==> src/rtl/better_neighbors_in_my_cluster.sv <==
// better_neighbors_in_my_cluster
// Scans the shared neighbour table for same-cluster neighbours whose Q-value beats
// the node's own best cost. It lists their IDs in betterneighbors[], writes the
// list count, and reports the best such neighbour to the winner-policy stage.
// Memory reads have 1-cycle latency: an address state is followed by a latch state.
// Optional feature macro: BNIMC_EQUAL_BETTER_EN
//   defined   -> better test is q <= mybest; best-tracking ties take the later neighbour
//   undefined -> better test is q <  mybest; best-tracking ties keep the earlier neighbour
module better_neighbors_in_my_cluster #(
  parameter int unsigned            WORD_WIDTH        = 16,
  parameter logic [WORD_WIDTH-1:0]  NBR_COUNT_ADDR    = 16'h068A,
  parameter logic [WORD_WIDTH-1:0]  NBR_ID_BASE       = 16'h0048,
  parameter logic [WORD_WIDTH-1:0]  CLUSTER_BASE      = 16'h00C8,
  parameter logic [WORD_WIDTH-1:0]  QVAL_BASE         = 16'h01C8,
  parameter logic [WORD_WIDTH-1:0]  SINKCNT_BASE      = 16'h068E,
  parameter logic [WORD_WIDTH-1:0]  BETTER_BASE       = 16'h0668,
  parameter logic [WORD_WIDTH-1:0]  BETTER_COUNT_ADDR = 16'h068C,
  parameter int unsigned            MAX_NBR           = 64,
  parameter int unsigned            MAX_BETTER        = 16
) (
  input  logic                  clock,
  input  logic                  nrst,
  input  logic                  start,
  output logic [WORD_WIDTH-1:0] address,
  output logic                  wr_en,
  input  logic [WORD_WIDTH-1:0] data_in,
  input  logic [WORD_WIDTH-1:0] MY_CLUSTER_ID,
  input  logic [WORD_WIDTH-1:0] mybest,
  output logic [WORD_WIDTH-1:0] besthop,
  output logic [WORD_WIDTH-1:0] bestvalue,
  output logic [WORD_WIDTH-1:0] bestneighborID,
  output logic [WORD_WIDTH-1:0] nextsinks,
  output logic [WORD_WIDTH-1:0] data_out,
  output logic                  done
);

  localparam int unsigned NW = $clog2(MAX_NBR + 1);
  localparam int unsigned KW = $clog2(MAX_BETTER + 1);

  typedef enum logic [3:0] {
    StIdle, StCntA, StCntL, StClA, StClL, StQA, StQL, StIdA,
    StIdL, StWrBet, StBest, StScA, StScL, StNext, StWrCnt, StDone
  } state_e;

  state_e                r_state, w_state;
  logic [WORD_WIDTH-1:0] r_address, w_address;
  logic                  r_wr_en, w_wr_en;
  logic [WORD_WIDTH-1:0] r_data_out, w_data_out;
  logic                  r_done, w_done;
  logic [WORD_WIDTH-1:0] r_besthop, w_besthop;
  logic [WORD_WIDTH-1:0] r_bestvalue, w_bestvalue;
  logic [WORD_WIDTH-1:0] r_bestid, w_bestid;
  logic [WORD_WIDTH-1:0] r_nextsinks, w_nextsinks;
  logic [NW-1:0]         r_n, w_n;
  logic [NW-1:0]         r_i, w_i;
  logic [KW-1:0]         r_k, w_k;
  logic [WORD_WIDTH-1:0] r_q, w_q;
  logic [WORD_WIDTH-1:0] r_id, w_id;

  logic [NW-1:0]         w_n_clamped;
  logic [NW-1:0]         w_i_inc;
  logic                  w_better;
  logic                  w_take;

  // Word address of entry idx in a table of 16-bit words; wraps at 16 bits
  function automatic logic [WORD_WIDTH-1:0] addr_of(input logic [WORD_WIDTH-1:0] base,
                                                    input logic [WORD_WIDTH-1:0] idx);
    return base + (idx << 1);
  endfunction

  assign w_n_clamped = (data_in > WORD_WIDTH'(MAX_NBR)) ? NW'(MAX_NBR) : NW'(data_in);
  assign w_i_inc     = r_i + NW'(1);

`ifdef BNIMC_EQUAL_BETTER_EN
  assign w_better = (data_in <= mybest);
  assign w_take   = (r_q <= r_bestvalue);
`else
  assign w_better = (data_in < mybest);
  assign w_take   = (r_q < r_bestvalue);
`endif

  // Next-state and next-register values; outputs are registered and change only on transitions
  always_comb begin
    w_state     = r_state;
    w_address   = r_address;
    w_wr_en     = 1'b0;
    w_data_out  = r_data_out;
    w_done      = r_done;
    w_besthop   = r_besthop;
    w_bestvalue = r_bestvalue;
    w_bestid    = r_bestid;
    w_nextsinks = r_nextsinks;
    w_n         = r_n;
    w_i         = r_i;
    w_k         = r_k;
    w_q         = r_q;
    w_id        = r_id;

    unique case (r_state)
      StIdle: begin
        if (start) begin
          w_state   = StCntA;
          w_address = NBR_COUNT_ADDR;
        end
      end
      StCntA: w_state = StCntL;
      StCntL: begin
        w_n = w_n_clamped;
        w_i = '0;
        if (w_n_clamped == '0) begin
          w_state    = StWrCnt;
          w_address  = BETTER_COUNT_ADDR;
          w_data_out = WORD_WIDTH'(r_k);
          w_wr_en    = 1'b1;
        end else begin
          w_state   = StClA;
          w_address = CLUSTER_BASE;
        end
      end
      StClA: w_state = StClL;
      StClL: begin
        if (data_in == MY_CLUSTER_ID) begin
          w_state   = StQA;
          w_address = addr_of(QVAL_BASE, WORD_WIDTH'(r_i));
        end else begin
          w_state = StNext;
        end
      end
      StQA: w_state = StQL;
      StQL: begin
        w_q = data_in;
        if (w_better) begin
          w_state   = StIdA;
          w_address = addr_of(NBR_ID_BASE, WORD_WIDTH'(r_i));
        end else begin
          w_state = StNext;
        end
      end
      StIdA: w_state = StIdL;
      StIdL: begin
        w_id = data_in;
        // A full list drops the write but the neighbour still competes for best
        if (r_k < KW'(MAX_BETTER)) begin
          w_state    = StWrBet;
          w_address  = addr_of(BETTER_BASE, WORD_WIDTH'(r_k));
          w_data_out = data_in;
          w_wr_en    = 1'b1;
        end else begin
          w_state = StBest;
        end
      end
      StWrBet: begin
        w_k     = r_k + KW'(1);
        w_state = StBest;
      end
      StBest: begin
        if (w_take) begin
          w_bestvalue = r_q;
          w_bestid    = r_id;
          w_besthop   = WORD_WIDTH'(r_i);
          w_state     = StScA;
          w_address   = addr_of(SINKCNT_BASE, WORD_WIDTH'(r_i));
        end else begin
          w_state = StNext;
        end
      end
      StScA: w_state = StScL;
      StScL: begin
        w_nextsinks = data_in;
        w_state     = StNext;
      end
      StNext: begin
        w_i = w_i_inc;
        if (w_i_inc == r_n) begin
          w_state    = StWrCnt;
          w_address  = BETTER_COUNT_ADDR;
          w_data_out = WORD_WIDTH'(r_k);
          w_wr_en    = 1'b1;
        end else begin
          w_state   = StClA;
          w_address = addr_of(CLUSTER_BASE, WORD_WIDTH'(w_i_inc));
        end
      end
      StWrCnt: begin
        w_state = StDone;
        w_done  = 1'b1;
      end
      StDone: w_state = StDone;
      default: w_state = StIdle;
    endcase
  end

  // State and datapath registers; nrst is a synchronous active-high reset
  always_ff @(posedge clock) begin
    if (nrst) begin
      r_state     <= StIdle;
      r_address   <= '0;
      r_wr_en     <= 1'b0;
      r_data_out  <= '0;
      r_done      <= 1'b0;
      r_besthop   <= '0;
      r_bestvalue <= '1;
      r_bestid    <= '1;
      r_nextsinks <= '0;
      r_n         <= '0;
      r_i         <= '0;
      r_k         <= '0;
      r_q         <= '0;
      r_id        <= '0;
    end else begin
      r_state     <= w_state;
      r_address   <= w_address;
      r_wr_en     <= w_wr_en;
      r_data_out  <= w_data_out;
      r_done      <= w_done;
      r_besthop   <= w_besthop;
      r_bestvalue <= w_bestvalue;
      r_bestid    <= w_bestid;
      r_nextsinks <= w_nextsinks;
      r_n         <= w_n;
      r_i         <= w_i;
      r_k         <= w_k;
      r_q         <= w_q;
      r_id        <= w_id;
    end
  end

  assign address        = r_address;
  assign wr_en          = r_wr_en;
  assign data_out       = r_data_out;
  assign done           = r_done;
  assign besthop        = r_besthop;
  assign bestvalue      = r_bestvalue;
  assign bestneighborID = r_bestid;
  assign nextsinks      = r_nextsinks;

endmodule

==> config.mk <==
export PLATFORM = sky130hd
export DESIGN_NAME = better_neighbors_in_my_cluster
export DESIGN_NICKNAME = d
export VERILOG_FILES = /design/src/rtl/better_neighbors_in_my_cluster.sv
export SDC_FILE = /design/constraint.sdc
export NUM_CORES = 1
export LEC_CHECK = 0
export CAP_MARGIN = 25
export CORE_MARGIN = 2
export CORE_UTILIZATION = 56
export DETAILED_ROUTE_END_ITERATION = 8
export PLACE_DENSITY = 0.88
export SLEW_MARGIN = 20
export SYNTH_ARGS = -nofsm -noshare
export SYNTH_HDL_FRONTEND = slang
export SYNTH_SLANG_ARGS = --single-unit
==> constraint.sdc <==
create_clock -name clock -period 6.3 [get_ports clock]
set_input_delay 1.26 -clock clock [delete_from_list [all_inputs] [get_ports clock]]
set_output_delay 1.26 -clock clock [all_outputs]
set_load 0.1 [all_outputs]
; ---- Yosys cells after proc, flatten, opt, wreduce, memory -nomap -nowiden
; Index checks and enable logic that the tools add are counted.
[totals]
ff_bits = 144
[classes]
n_addsub = 7
reduce_logical = 9
eq_ne = 24
n_lt_le_gt_ge = 4
mux = 26
[op_table]
columns = cell, n
row1 = 16-bit 2-to-1 mux, 8
row2 = 16-bit case mux with 7 select lines, 1
row3 = 4-bit case mux with 15 select lines, 1
row4 = 16-bit case mux with 3 select lines, 1
row5 = 4-bit == test (second input constant), 8
row6 = 16-bit less-than comparator, 2
row7 = 11-bit 2-to-1 mux, 2
row8 = 4-bit 2-to-1 mux, 5
row9 = 16-bit == test, 1
row10 = 4-bit by 3-bit == test with 1-bit output (second input constant), 4
row11 = 16-bit by 7-bit > comparator with 1-bit output (second input constant), 1
row12 = 2-bit != test (second input constant), 7
row13 = 7-bit case mux with 2 select lines, 1
row14 = 11-bit by 6-bit adder with 12-bit output (first input constant), 1
row15 = 11-bit by 8-bit adder with 12-bit output (first input constant), 1
row16 = 9-bit by 8-bit adder with 10-bit output (first input constant), 1
row17 = 7-bit by 8-bit adder with 9-bit output (first input constant), 1
row18 = 8-bit by 8-bit adder with 9-bit output (first input constant), 1
row19 = 4-bit by 2-bit == test with 1-bit output (second input constant), 2
row20 = 7-bit by 1-bit adder with 7-bit output (second input constant), 1
row21 = 7-bit == test, 1
row22 = 7-bit zero test, 1
row23 = 7-bit 2-to-1 mux, 1
row24 = 7-bit nonzero test, 1
row25 = 14 further kinds, 16

; ---- Depth between registers and ports, before layout
[logic_depth]
word_depth = 5
ltp_mapped = 11

; ---- Worst setup path before layout
; Ideal clock, no wire load.
[synth_path]
path_kind = reg-to-reg
startpoint = reg r_bestvalue[15] (netlist: bestvalue[15])
endpoint = reg r_address[1] (netlist: address[1])
t_arrival_ps = 3039
period_less_slack_ps = 3164
slack_ps = 3136
setup_time_ps = 126
stages_incl_launch_ff = 10
path_cell_list = dfxtp_1 inv_1 ha_1 a2111oi_0 o221ai_1 a32o_2 a2111oi_4 buf_6 mux2i_1 nor2_1
[synth_via]
elab_chain_len = 3
[synth_lines]
columns = element, line
row1 = start: declaration, 51  ; logic [WORD_WIDTH-1:0] r_bestvalue, w_bestvalue;
row2 = start signal: assignment, 217  ; r_bestvalue <= w_bestvalue;
row3 = 16-bit less-than comparator, 79  ; assign w_take = (r_q < r_bestvalue);
row4 = 2-bit != test (no source line), -
row5 = 6-bit AND reduction (no source line), -
row6 = end signal: assignment, 212  ; r_address <= w_address;
row7 = end: declaration, 46  ; logic [WORD_WIDTH-1:0] r_address, w_address;
; No other way between the ends.
; A chain may end at the register's enable or synchronous reset.

; ---- Final worst setup path
[layout_path]
startpoint = in data_in[7]
endpoint = reg r_address[7] (netlist: address[7])
[layout_via]
elab_chain_len = 3
[layout_lines]
columns = element, line
row1 = start: declaration, 26  ; input logic [WORD_WIDTH-1:0] data_in,
row2 = 16-bit less-than comparator or 16-bit == test (tied branches), "78, 122"
row3 = 2-bit != test (no source line), -
row4 = 6-bit AND reduction (no source line) (*), -
; Mark *: on every way between the ends. The rest lies on a longest branch, timed or not.

==> metrics.txt <==
post-synth design cell area 7140 sq um; max_cap viols 0; setup TNS 0 ns; RSZ-0062 raised after global routing no; Die Y 117 microns; Final #Nets 1082; f_max 237 MHz; initial antenna violation count 0; hold_ws 0.452 ns; Longest Clk Path Bufs 2; Worst EP required 6.58 ns; Cell Chain, Critical Path clkdlybuf4s50_1 > ha_1 > a211oi_1 > o21ai_0 > a41oi_1 > o31ai_1 > a2111oi_4 > and2_2 > a211oi_2; DP HPWL 14100 microns; placed cells 1146; peak supply drop 189 uV; Post-DRT Antenna Nets 0; Total GRT Usage 29.7%; largest net degree at the start of global routing 71; Post-CTS Setup Repair Bufs 0; Final Hold Vio Count 0; vias 6726; most frequent cells in the layout nand2_1, dfxtp_1, clkdlybuf4s50_1; worst endpoint data arrival time 4.49 ns; Tightest Pin Transition 1.07 ns; fraction of registers with async set/reset 0%; wire length per cell 17.2 microns; Root Driver clkbuf_16; Clock Pin Slew Worst Setup and Hold Paths 0.06 ns; DIE AREA 13700 sq um; syn avg cell area 7.97 sq um; Crit-path slowest cell a2111oi_4; layout cells sized above 1 5.86%; Pleak 3.58 nW; Design Area, Final 8950 sq um; CTS tree yes; Final Setup Violations 0; commonest non-fill, non-tap cell in the layout nand2_1; Core ar. 12500 sq um; Setup Skew 0.00865 ns; clock latency on the worst-skew pair 0.42 ns; register area share after synthesis 38.7%; Cell Rows 41; Reg2Reg Depth 7; cts hold-fix bufs 0; area post-placement 8380 sq um; diode count 0; PortBufs 133; yosys warns 0; Post-CTS Resized 0; router iterations before antenna repair 5; H-tree levels 4; Layout area overhead 25.4%; pwr dens 233 nW/um^2; io pins 149; GP Congestion 0.963; Seq cells post-synth 138; Worst Hold Depth 2; Post-synth EDFFs 0; CP Depth 9; Via density 5.71; Worst path top cell family by delay compound AO/OA/AOI/OAI gates; outcome finished clean; GRT overflow 0; initial DRC count 757; crit end category register; DRC 0; critical path peak fanout 13; CP Buf/Inv Count 1; total CTS buffers 17; crit start category primary input; Starting Density 57.0%; Final Slew Violations 0; Final Cycle Share 66.9%; final std cells w/o fill 1178; dominant synthesized flop cell dfxtp_1; critical path class primary input to register; crit-path max cell delay 1.00 ns; clock period minus worst slack 4.21 ns; Hold Path Class register to register; Die Wd 117 microns; CTS Sinks 138; number of global-route vias before repair 6072; worst rel slew slack 29.0%; post-synth cell types 66; first-pass GRT wire length 31400 microns; Synth Instances 896; final wirelength 20300 microns
-- sequential cells by signal (all words and copies together), names as in the netlist --
signal,cells
besthop,7
r_id,16
bestvalue,16
r_n,7
r_q,16
nextsinks,16
bestneighborID,16
done,1
r_i,7
r_k,5
address,10
data_out,16
wr_en,1
r_state,4
-- through the flow --
step / utilization [%] / setup WS (ns) / total power, W
finish: 71.5 / 2.09 / 0.00209
global route: 71.5 / 1.92 / 0.00215
CTS: 71.5 / 2.11 / 0.00209
detailed placement: 67.0 / 1.68 / 0.00115
global placement: 67.0 / 1.77 / 0.00115
floorplan: - / 3.14 / 0.00108
-- path summary, 6_finish.rpt --
kind | slack [ns] | from | endpoint
worst max register to register | 2.80 | r_state[0] | address[7]
worst max-delay path | 2.09 | data_in[7] | address[7]
worst min-delay path | 0.45 | besthop[3] | besthop[3]
worst min register to register | 0.45 | besthop[3] | besthop[3]
-- per-layer routing --
layer / up-vias / global-route usage (%) / part of all wire, %
met1: 3156 / 40.3 / 43
met4: 0 / 13.4 / 3.2
met5: - / 0 / 0
met2: 304 / 45.3 / 46
met3: 67 / 6.90 / 7.4
li1: 3199 / - / -
-- layout make-up --
type / count / area [sq um]
multi-input cells: 654 / 3880
fillers: 1019 / 3570
flip-flops and latches: 138 / 2760
repair buffers: 136 / 1350
clock buffers: 18 / 429
well taps: 172 / 215
inverters: 46 / 173
clock inverters: 14 / 136
-- cell families after synthesis --
group / count (synthesis) / synth area share, %
XOR/XNOR: 39 / 5.38
other: 1 / 0.0525
flip-flops: 138 / 38.7
AND/OR/NAND/NOR: 374 / 24.1
buffers and inverters: 118 / 7.71
multiplexers: 6 / 0.841
AO/OA/AOI/OAI: 182 / 16.5
adder cells (fa/ha/maj): 38 / 6.66
-- worst min-delay path: cells and delay by family, from the launching register on --
kind	cells	cell delay (ns)
AOI/OAI and AO/OA	1	0.05
DFF	1	0.31
and+or+nand+nor	1	0.05
-- power by group --
part	total, W	internal [W]	switching (W)
Combinational	0.000237	0.0000773	0.000159
Clock	0.000958	0.000551	0.000407
Sequential	0.000894	0.000881	0.0000139
Total	0.00209	0.00151	0.000580
-- cells in the mapped netlist (3+ instances only) --
master / instances / area (sq um)
nand2_1: 208 / 781
dfxtp_1: 138 / 2760
a21oi_1: 93 / 465
nor2_1: 55 / 206
inv_1: 46 / 173
ha_1: 38 / 475
clkbuf_1: 37 / 139
nand3b_1: 33 / 248
xnor2_1: 29 / 254
buf_4: 21 / 158
nand3_1: 20 / 100
o21ai_0: 20 / 100
nor3_1: 14 / 70.1
a22oi_1: 10 / 75.1
buf_2: 10 / 50.1
a211oi_1: 9 / 67.6
nand4_1: 8 / 50.1
xor2_1: 7 / 61.3
mux2i_1: 6 / 60.1
a31oi_1: 5 / 31.3
nor2_2: 5 / 31.3
nor2b_1: 5 / 31.3
a211oi_2: 4 / 50.1
a21boi_0: 4 / 30.0
a21o_1: 4 / 30.0
and2_1: 4 / 25.0
nor4_1: 4 / 25.0
and3b_1: 3 / 26.3
o21a_1: 3 / 22.5
o221ai_1: 3 / 26.3
(Power assumes the default switching activity.)
==> RTL change, RTL diff (config.mk and constraints unchanged) <==
Set the parameter `MAX_BETTER` to 32 (it was 16).
--- a/src/rtl/better_neighbors_in_my_cluster.sv
+++ b/src/rtl/better_neighbors_in_my_cluster.sv
@@ -17,5 +17,5 @@
   parameter logic [WORD_WIDTH-1:0]  BETTER_COUNT_ADDR = 16'h068C,
   parameter int unsigned            MAX_NBR           = 64,
-  parameter int unsigned            MAX_BETTER        = 16
+  parameter int unsigned            MAX_BETTER        = 32
 ) (
   input  logic                  clock,
Behaviour: same outputs for any inputs over 10 cycles, from zero or initial values and one cycle with nrst high; that may be too few to reach the edited logic, so the function may still have changed.
==> RTL change against the unedited design <==
Final area is 0.74% higher; largest cell class unchanged; count of clock-buffer cells in the layout decreased by 1; maximum frequency is 11% higher; non-clock buffer count increased by 1; global-route usage rose by 0.30 points; routed wire length is 1.3% lower; worst setup slack gained 0.41 ns; register-to-register slack better by 0.11 ns; critical endpoint is now address[4]$_SDFFE_PP0P_; area after synthesis about the same; largest power group unchanged; highest routed layer unchanged; sequential cell count rose by 1; power is 13% higher.
==> RTL change: results (changes against the unedited design) <==
| Metric | Value |
|---|---|
| XOR/XNOR Fraction of Synth Area | 5.662% (was 5.379%) |
| Fin Hold WS | 0.4549 ns (was 0.4522 ns) |
| Vias in the first global route | 6,104 (was 6,072) |
| Most frequent cells after synthesis | 165 x nand2_1, 139 x dfxtp_1, 95 x a21oi_1 (was 208 x nand2_1, 138 x dfxtp_1, 93 x a21oi_1) |
| Multi-In Gates | 632 (was 654) |
| M2 GR Usage | 45.70% (was 45.28%) |
| Status | finished, final reports clean (unchanged) |
| Placed insts | 1,124 (was 1,146) |
| GR Util All Layers | 30.03% (was 29.73%) |
| Nonclk buf count | 137 (was 136) |
| Met2 WL | 8880 um (was 9318 um) |
| Mean post-synth cell area | 8.205 sq um (was 7.969 sq um) |
| PwrDens | 262.2 mW/mm^2 (was 233.4 mW/mm^2) |
| Final WL | 20,030 um (was 20,300 um) |
| First-pass GRT wire length | 31,460 um (was 31,380 um) |
| Met3 Track Usage GR | 8.136% (was 6.900%) |
| Drt via density | 5.734 (was 5.710) |
| Clock-net power | 0.00104 W (was 0.000958 W) |
| Inverters | 44 (was 46) |
| FF+latch area | 0.002783 sq mm (was 0.002763 sq mm) |
| Multi-input logic area | 0.003886 sq mm (was 0.003884 sq mm) |
| Largest cells by area after synthesis | dfxtp_1 39%, nand2_1 8.7%, a21oi_1 6.7% (was dfxtp_1 39%, nand2_1 11%, ha_1 6.7%) |
| Clock Skews | 0.01007 ns (was 0.008646 ns) |
| Initial DRC count | 759 (was 757) |
| M1 GR Usage | 40.33% (was 40.32%) |
| Post-Syn Area | 0.007138 sq mm (was 0.007141 sq mm) |
| Fill count | 931 (was 1,019) |
==> RTL change: cell types whose count changed after synthesis, moves of 17 or more <==
cell / change
mux2i_1: +21
xnor2_1: -17
nand2_1: -43
o211ai_1: +17
xor2_1: +20
nand3b_1: -29
==> RTL change: worst max-delay path: stages <==
cell and delay, ns:
clkdlybuf4s50_1 0.71, ha_1 0.33, a21oi_1 0.14, o21ai_0 0.11
a221oi_1 0.70, a21oi_1 0.21, nor2_1 0.45, mux2i_1 0.23
==> RTL change: kinds of logic (layout without fill, tap and decap cells) <==
| logic type | after synthesis | in the layout |
|---|---|---|
| buffers and inverters | 113 | 213 |
| adder cells (fa/ha/maj) | 37 | 37 |
| other | 1 | 15 |
| AO/OA/AOI/OAI | 199 | 199 |
| flip-flops | 139 | 139 |
| multiplexers | 27 | 27 |
| XOR/XNOR | 42 | 42 |
| AND/OR/NAND/NOR | 312 | 312 |
